### src/rtl/simon_pkg.sv
// Shared definitions for the Simon generator and player-side checker.
// Both sides step the colour LFSR through lfsr2_next so their sequences cannot diverge.
package simon_pkg;

    localparam logic [1:0] RED    = 2'b00;
    localparam logic [1:0] GREEN  = 2'b01;
    localparam logic [1:0] BLUE   = 2'b10;
    localparam logic [1:0] YELLOW = 2'b11;

    localparam logic [1:0] LFSR_RESET_STATE = 2'b10;

    typedef enum logic {
        IDLE     = 1'b0,
        WAIT_BTN = 1'b1
    } state_t;

    function automatic logic [1:0] lfsr2_next(input logic [1:0] x);
        return {x[0], x[1] ^ x[0]};
    endfunction

endpackage

### src/rtl/simon_lfsr_replica.sv
// Loadable copy of the generator LFSR; its state is the colour the player must press next.
module simon_lfsr_replica
    import simon_pkg::*;
(
    input  logic       clk,
    input  logic       reset,
    input  logic       load,
    input  logic [1:0] seed,
    input  logic       step,
    output logic [1:0] state
);

    // All-zero is the lock-up state of this LFSR, so it is never allowed in.
    always_ff @(posedge clk) begin
        if (reset) begin
            state <= LFSR_RESET_STATE;
        end else if (load) begin
            state <= (seed == 2'b00) ? LFSR_RESET_STATE : seed;
        end else if (step) begin
            state <= lfsr2_next(state);
        end
    end

endmodule

### config.mk
export PLATFORM = sky130hd
export DESIGN_NAME = simon_lfsr_replica
export DESIGN_NICKNAME = d
export VERILOG_FILES = /design/src/rtl/simon_pkg.sv /design/src/rtl/simon_lfsr_replica.sv
export SDC_FILE = /design/constraint.sdc
export NUM_CORES = 1
export LEC_CHECK = 0
export BUFFER_PORTS_ARGS = -buffer_cell sky130_fd_sc_hd__buf_2
export CAP_MARGIN = 30
export CORE_AREA = 4 4 41 43
export DETAILED_ROUTE_END_ITERATION = 8
export DIE_AREA = 0 0 45 47
export HOLD_SLACK_MARGIN = 0.05
export PLACE_DENSITY = 0.3
export SLEW_MARGIN = 0
export SYNTH_ARGS = -nofsm -noshare
export SYNTH_HDL_FRONTEND = slang
export SYNTH_SLANG_ARGS = --single-unit
export TNS_END_PERCENT = 5
### constraint.sdc
create_clock -name clk -period 0.8 [get_ports clk]
set_input_delay 0.04 -clock clk [delete_from_list [all_inputs] [get_ports clk]]
set_output_delay 0.04 -clock clk [all_outputs]
set_load 0.03 [all_outputs]
# ---- Yosys cells after proc, flatten, opt, wreduce, memory -nomap -nowiden
# Cells that the tools add are included.
dict set report classes {
  muxes 3
  bitwise 1
  reduce_logical 2
}
# operator n
set op_table {}
lappend op_table {{$mux W2} 3}
lappend op_table {{$logic_not A2 Y1} 1}
lappend op_table {{$reduce_bool A2 Y1} 1}
lappend op_table {{$xor A1 B1 Y1} 1}
dict set report totals {
  reg_bits 2
  inputBits 6
  out_inout_bits 2
  wordCells 7
}

# ---- Longest topological paths before layout
# Gate-level depths: netlist of run 1.
dict set report depth {
  ltp_word 3
  mapped_depth 2
  mapped_depth_nobuf 2
}

# ---- Least setup slack after synthesis of run 1
# No wires, ideal clock.
dict set report synth_path {
  path_kind {reg2reg}
  startpoint {reg state[1]}
  endpoint {reg state[0]}
  t_arrival_ps 907
  setup_slack_ps -210
  stages_incl_launch_ff 3
  n_path_buf 0
  synth_period_minus_slack_ps 1010
  cell_sequence {dfxtp_1 -> a211oi_1 -> a2111oi_2}
}
dict set report synth_between {
  elab_chain_len 3
}
# item line_no
set synth_rtl {}
lappend synth_rtl {{start, declared} simon_lfsr_replica.sv:10} ;# output logic [1:0] state
lappend synth_rtl {{start signal, assigned} simon_lfsr_replica.sv:18} ;# state <= (seed == 2'b00) ? LFSR_RESET_STATE : seed;
lappend synth_rtl {{start signal, assigned} simon_lfsr_replica.sv:20} ;# state <= lfsr2_next(state);
lappend synth_rtl {{$xor A1 B1 Y1} simon_pkg.sv:18} ;# return {x[0], x[1] ^ x[0]};
lappend synth_rtl {{$mux W2} simon_lfsr_replica.sv:19} ;# end else if (step) begin
lappend synth_rtl {{$mux W2} simon_lfsr_replica.sv:17} ;# end else if (load) begin
# Every way passes these cells. The select of a mux whose other input is x is not followed.
# A chain may end at the register's enable or synchronous reset.

# ---- Worst setup path after layout of run 1
# Ends and elaborated chain as after synthesis.

==> impl_metrics.json, run 1 <==
{
  "status": "finished, violations left",
  "violations": "setup timing",
  "clock-sinks": 2,
  "fp.coreArea_mm2": 0.001301,
  "hold_depth": 2,
  "row_count": 13,
  "yosys_warnings": 0,
  "drive_above_1_share_pct": 65.00,
  "top_register": "state",
  "nets": 28,
  "area_growth_pct": 82.14,
  "dr.first_iter.drc_count": 2,
  "fill_cells": 159,
  "fp.dieArea_mm2": 0.002115,
  "first_pass_iters": 2,
  "yosysUniqueCellTypes": 9,
  "async_flop_share_pct": 0,
  "clk_latency_ns": 0.22,
  "largest_reg_flops": 2,
  "synth_area_leader_cell": "dfxtp_1",
  "worstSetupEndpointType": "flop",
  "drtAntennaViolNets": 0,
  "syn_inst": 10,
  "reg2reg_to": "state[0]",
  "hpwl_um": 246.9,
  "via_per_inst": 3.486,
  "skew_ns": 0.002628,
  "crit_family": "flip-flops",
  "min_from": "reset",
  "grt_usage_pct": 4.177,
  "port_buffers": 7,
  "tightestPinTransition_ns": 0.2667,
  "grt_pass1_wl_um": 572,
  "cts-root-buf": "clkbuf_4",
  "routed-wl-met2_um": 136,
  "max-vdd-ir-drop_mv": 0.5985,
  "worstSetupPathType": "reg -> reg",
  "hold_violations": 0,
  "initial_core_util_pct": 8.077,
  "wl_per_cell_um": 8.486,
  "die_x_um": 45,
  "max-cap-violations": 0,
  "postSynthAreaPerCell_um2": 10.51,
  "fin_area_um2": 191.4,
  "cp_data_arrival_time_ns": 0.94,
  "rsz0062_at_grt": "true",
  "synthesis.nets": 16,
  "worstSetupStartpoint": "state[1]",
  "cts.htree.levels": 1,
  "yosys_register_bits": 2,
  "pre_cts_ws_ns": -0.03568,
  "ys_seq_area_share_pct": 38.10,
  "path_depth": 2,
  "synth_most_common_cell": "dfxtp_1",
  "critPathRequiredTime_ns": 0.91,
  "clockBufferDepth": 2,
  "endpoint": "state[0]",
  "m1WireLength_um": 125,
  "overflow": 0,
  "dpl_cell_area_um2": 166.4,
  "max_freq_mhz": 1209,
  "period_share_pct": 103.4,
  "wl_um": 297,
  "ff2ff_path_depth": 2,
  "worst_slack_ns": -0.02739,
  "path_cells": "and4b_1, a2111oi_2",
  "cp_max_fo": 4,
  "min_period_ns": 0.8274,
  "grt_max_degree": 6,
  "syn-cell-area_um2": 105.1,
  "critPathSlowestCell": "dfxtp_4",
  "first_global_vias": 133,
  "reg2reg_slack_ns": -0.03,
  "top_regs": "state: 2 flops",
  "synthFlopType": "dfxtp_1",
  "finalSetupTns_ns": -0.02739,
  "setup_violations": 1,
  "antenna_found_initial": 0,
  "cts_tree": "done",
  "place_congestion": 0.5810,
  "p_leak_nw": 0.08520,
  "min_path_type": "in -> reg",
  "maxUsedRoutingLayer": "met3",
  "fin_total_pwr_mw": 0.4048,
  "critical_path_buf_inv_count": 0,
  "ios": 8,
  "synth.top_cell.area_share_pct": 38.10,
  "path_clk_slew_ns": 0.03,
  "numCtsBuffers": 3,
  "post-route-drc-count": 0,
  "start_kind": "flop",
  "p_per_area_mw_per_mm2": 2115,
  "n_antenna_cell": 0,
  "slowest_delay_ns": 0.33,
  "wl_met3_um": 35,
  "die_h_um": 47,
  "r2r-start": "state[1]",
  "synth_area_leaders": "dfxtp_1 (38%), a2111oi_2 (14%), and4b_1 (9.5%), mux2i_1 (9.5%), nor4bb_1 (9.5%)",
  "synth_edf_count": 0,
  "via_count": 122,
  "maxSlewViolCount": 0,
  "slew_headroom_pct": 82.11
}
repair_timing:
action,CTS,global route
hold endpoints to repair,1,1
resized for setup,1,0
setup buffers,0,0
setup endpoints to repair,2,2
logic make-up after synthesis:
logic type,after synthesis,share of synthesized area [%]
AO/OA/AOI/OAI,3,26.18
multiplexers,1,9.524
flip-flops,2,38.10
buffers and inverters,1,3.568
AND/OR/NAND/NOR,3,22.62
through the flow:
stage | hold WS, ns | std cells | util, %
4_1_cts | 0.01316 | 35 | 14.71
3_3_place_gp | 0.2490 | 32 | 12.79
6_report | 0.01897 | 35 | 14.71
3_5_place_dp | 0.2502 | 32 | 12.79
5_1_grt | 0.02873 | 35 | 14.71
2_1_floorplan | 0.1095 | 10 | -
cell usage in the layout, fill, tap and decap left out, drive strengths merged:
cell and n:
nor4bb 1, clkbuf 3, a2111oi 1, a21oi 1, a211oi 1, inv 1, and4b 1, dfxtp 2
nor2 1, buf 7, mux2i 1
how the worst min path moves through the flow:
stage,to
6_report,state[0]
5_1_grt,state[0]
4_1_cts,state[0]
3_5_place_dp,state[0]
3_3_place_gp,state[0]
2_1_floorplan,state[0]
where the power goes:
| part | switching (mW) | internal [mW] | leakage (nW) |
|---|---|---|---|
| logic | 0.0370 | 0.0306 | 0.0542 |
| clock network | 0.0565 | 0.165 | 0.0138 |
| registers | 0.00735 | 0.108 | 0.0172 |
| total | 0.101 | 0.304 | 0.0852 |
area by class of cell:
cell class                      count  area (µm²)  share of cell area (%)
Tap cell                           15       18.77                   9.804
Timing Repair Buffer                7       37.54                   19.61
Sequential cell                     2       47.55                   24.84
Multi-Input combinational cell      7       61.31                   32.03
Inverter                            1       3.754                   1.961
Clock buffer                        3       22.52                   11.76
routing by layer:
layer / track usage [%] / vias up
li1: - / 61
met5: 0 / -
met4: 3.509 / 0
met1: 4.966 / 54
met3: 3.448 / 0
met2: 4.520 / 7
No activity file was read; power rests on OpenSTA's default activity.
==> run 2: changes to the inputs <==
- CTS_BUF_LIST: default -> sky130_fd_sc_hd__clkbuf_16
- RECOVER_POWER: default -> 50
==> run 2 against run 1 <==
The run still ends with setup timing left. Clock skew down 0.0022 ns. Critical path depth unchanged. Sequential share of layout area down 6.7 points. Clock-buffer cell count unchanged. Die area unchanged. Design area up 37%. Fmax down 1.8%. Final cell count unchanged. Highest routed layer unchanged.
==> impl_metrics.json, run 2 (synthesis results as in run 1) <==
{
  "critPathSlowestCell": "dfxtp_4",
  "n_antenna_cell": 0,
  "first_pass_iters": 2,
  "seq_area_um2": 47.55,
  "multi_input_area_um2": 78.83,
  "layout_common_cells": "buf_2 (6), clkbuf_16 (3), dfxtp_4 (2)",
  "power.internal_mw": 0.7791,
  "fill_cells": 152,
  "start_kind": "flop",
  "antenna_found_initial": 0,
  "pre_cts_ws_ns": -0.03568,
  "min_path_type": "in -> reg",
  "fin_area_um2": 261.5,
  "area_growth_pct": 148.8,
  "combPwrFrac_pct": 8.4,
  "wl_um": 342,
  "hpwl_um": 246.9,
  "max-cap-violations": 0,
  "via_count": 121,
  "path_clk_slew_ns": 0.03,
  "final_common_cell": "buf_2",
  "top_regs": "state: 2 flops",
  "clock-sinks": 2,
  "fin_total_pwr_mw": 0.9352,
  "place_congestion": 0.5810,
  "switching_share_pct": 16.69,
  "dpl_cell_area_um2": 166.4,
  "skew_ns": 0.0004236,
  "clk_latency_ns": 0.22,
  "fp.coreArea_mm2": 0.001301,
  "top_register": "state",
  "critical_path_buf_inv_count": 0,
  "via_per_inst": 3.457,
  "p_leak_nw": 0.1107,
  "slew_headroom_pct": 82.80,
  "cp_data_arrival_time_ns": 0.95,
  "port_buffers": 7,
  "maxSlewViolCount": 0,
  "critPathRequiredTime_ns": 0.91,
  "fp.dieArea_mm2": 0.002115,
  "power_switching_mw": 0.1561,
  "status": "finished, violations left",
  "die_x_um": 45,
  "worstSetupEndpointType": "flop",
  "p_per_area_mw_per_mm2": 3576,
  "nets": 28,
  "period_share_pct": 105.3,
  "share_seq_of_total_power_pct": 12.6,
  "cts.htree.levels": 1,
  "row_count": 13,
  "final_util_pct": 20.10,
  "max-vdd-ir-drop_mv": 1.122,
  "path_cells": "and4b_1, a2111oi_4",
  "first_global_vias": 147,
  "worstSetupPathType": "reg -> reg",
  "grt_pass1_wl_um": 641,
  "overflow": 0,
  "post-route-drc-count": 0,
  "setup_violations": 1,
  "dr.first_iter.drc_count": 2,
  "grt_usage_pct": 5.043,
  "initial_core_util_pct": 8.077,
  "wl_per_cell_um": 9.771,
  "hold_violations": 0,
  "min_period_ns": 0.8424,
  "max_freq_mhz": 1187,
  "tightestPinTransition_ns": 0.2576,
  "cts_tree": "done",
  "violations": "setup timing",
  "numCtsBuffers": 3,
  "cts-root-buf": "clkbuf_16",
  "largest_reg_flops": 2,
  "rsz0062_at_grt": "true",
  "ios": 8,
  "crit_family": "flip-flops",
  "clkPwrFrac_pct": 79.0,
  "cp_max_fo": 4,
  "worst_slack_ns": -0.04242,
  "die_h_um": 47,
  "grt_max_degree": 6,
  "finalSetupTns_ns": -0.04242,
  "drtAntennaViolNets": 0,
  "clockBufferDepth": 2,
  "slowest_delay_ns": 0.34,
  "drive_above_1_share_pct": 70.00
}
run 2: cell types whose count changed in the layout (fill, tap and decap cells not counted):
cell	change
a2111oi_2	-1
a2111oi_4	+1
a211oi_1	-1
a211oi_2	+1
clkbuf_16	+3
clkbuf_4	-3
run 2: path summary, 6_finish.rpt:
path	start	endpoint	slack, ns	cells after the start
max reg2reg	state[1]	state[0]	-0.04	2
max	state[1]	state[0]	-0.04	2
min	reset	state[0]	0.05	2
min reg2reg	state[1]	state[1]	0.56	2
run 2: power by group through the flow:
stage	registers, mW	clock network (mW)	logic [mW]
after floorplan	0.132	0	0.0205
after global placement	0.116	0	0.0652
after detailed placement	0.117	0	0.0657
after CTS	0.116	0.761	0.0685
after global routing	0.119	0.783	0.0854
final	0.118	0.739	0.0784
run 2: cell type report:
cell class,count,area share [%]
flip-flops and latches,2,18.18
clock buffers,3,28.71
inverters,1,1.435
multi-input cells,7,30.14
well taps,15,7.177
repair buffers,7,14.35
run 2: timing repair:
action                                  in CTS  in global routing
endpoints found under the hold margin        1                  0
gates resized for setup                      1                  2
buffers inserted                             0                  0
gates cloned                                 0                  0
endpoints found under the setup margin       2                  2
run 2: layer usage:
| metal | global-route usage (%) | part of all wire, % | up-vias |
|---|---|---|---|
| li1 | - | - | 61 |
| met2 | 5.932 | 49 | 4 |
| met3 | 3.448 | 4.4 | 0 |
| met4 | 7.018 | 0 | 0 |
| met5 | 0 | 0 | - |
| met1 | 4.966 | 46 | 56 |
run 2: per-stage QoR:
step | hold WS (ns) | instances
after floorplan | 0.1095 | 10
after global placement | 0.2490 | 32
after detailed placement | 0.2502 | 32
after CTS | 0.02470 | 35
after global routing | 0.06054 | 35
final | 0.04685 | 35
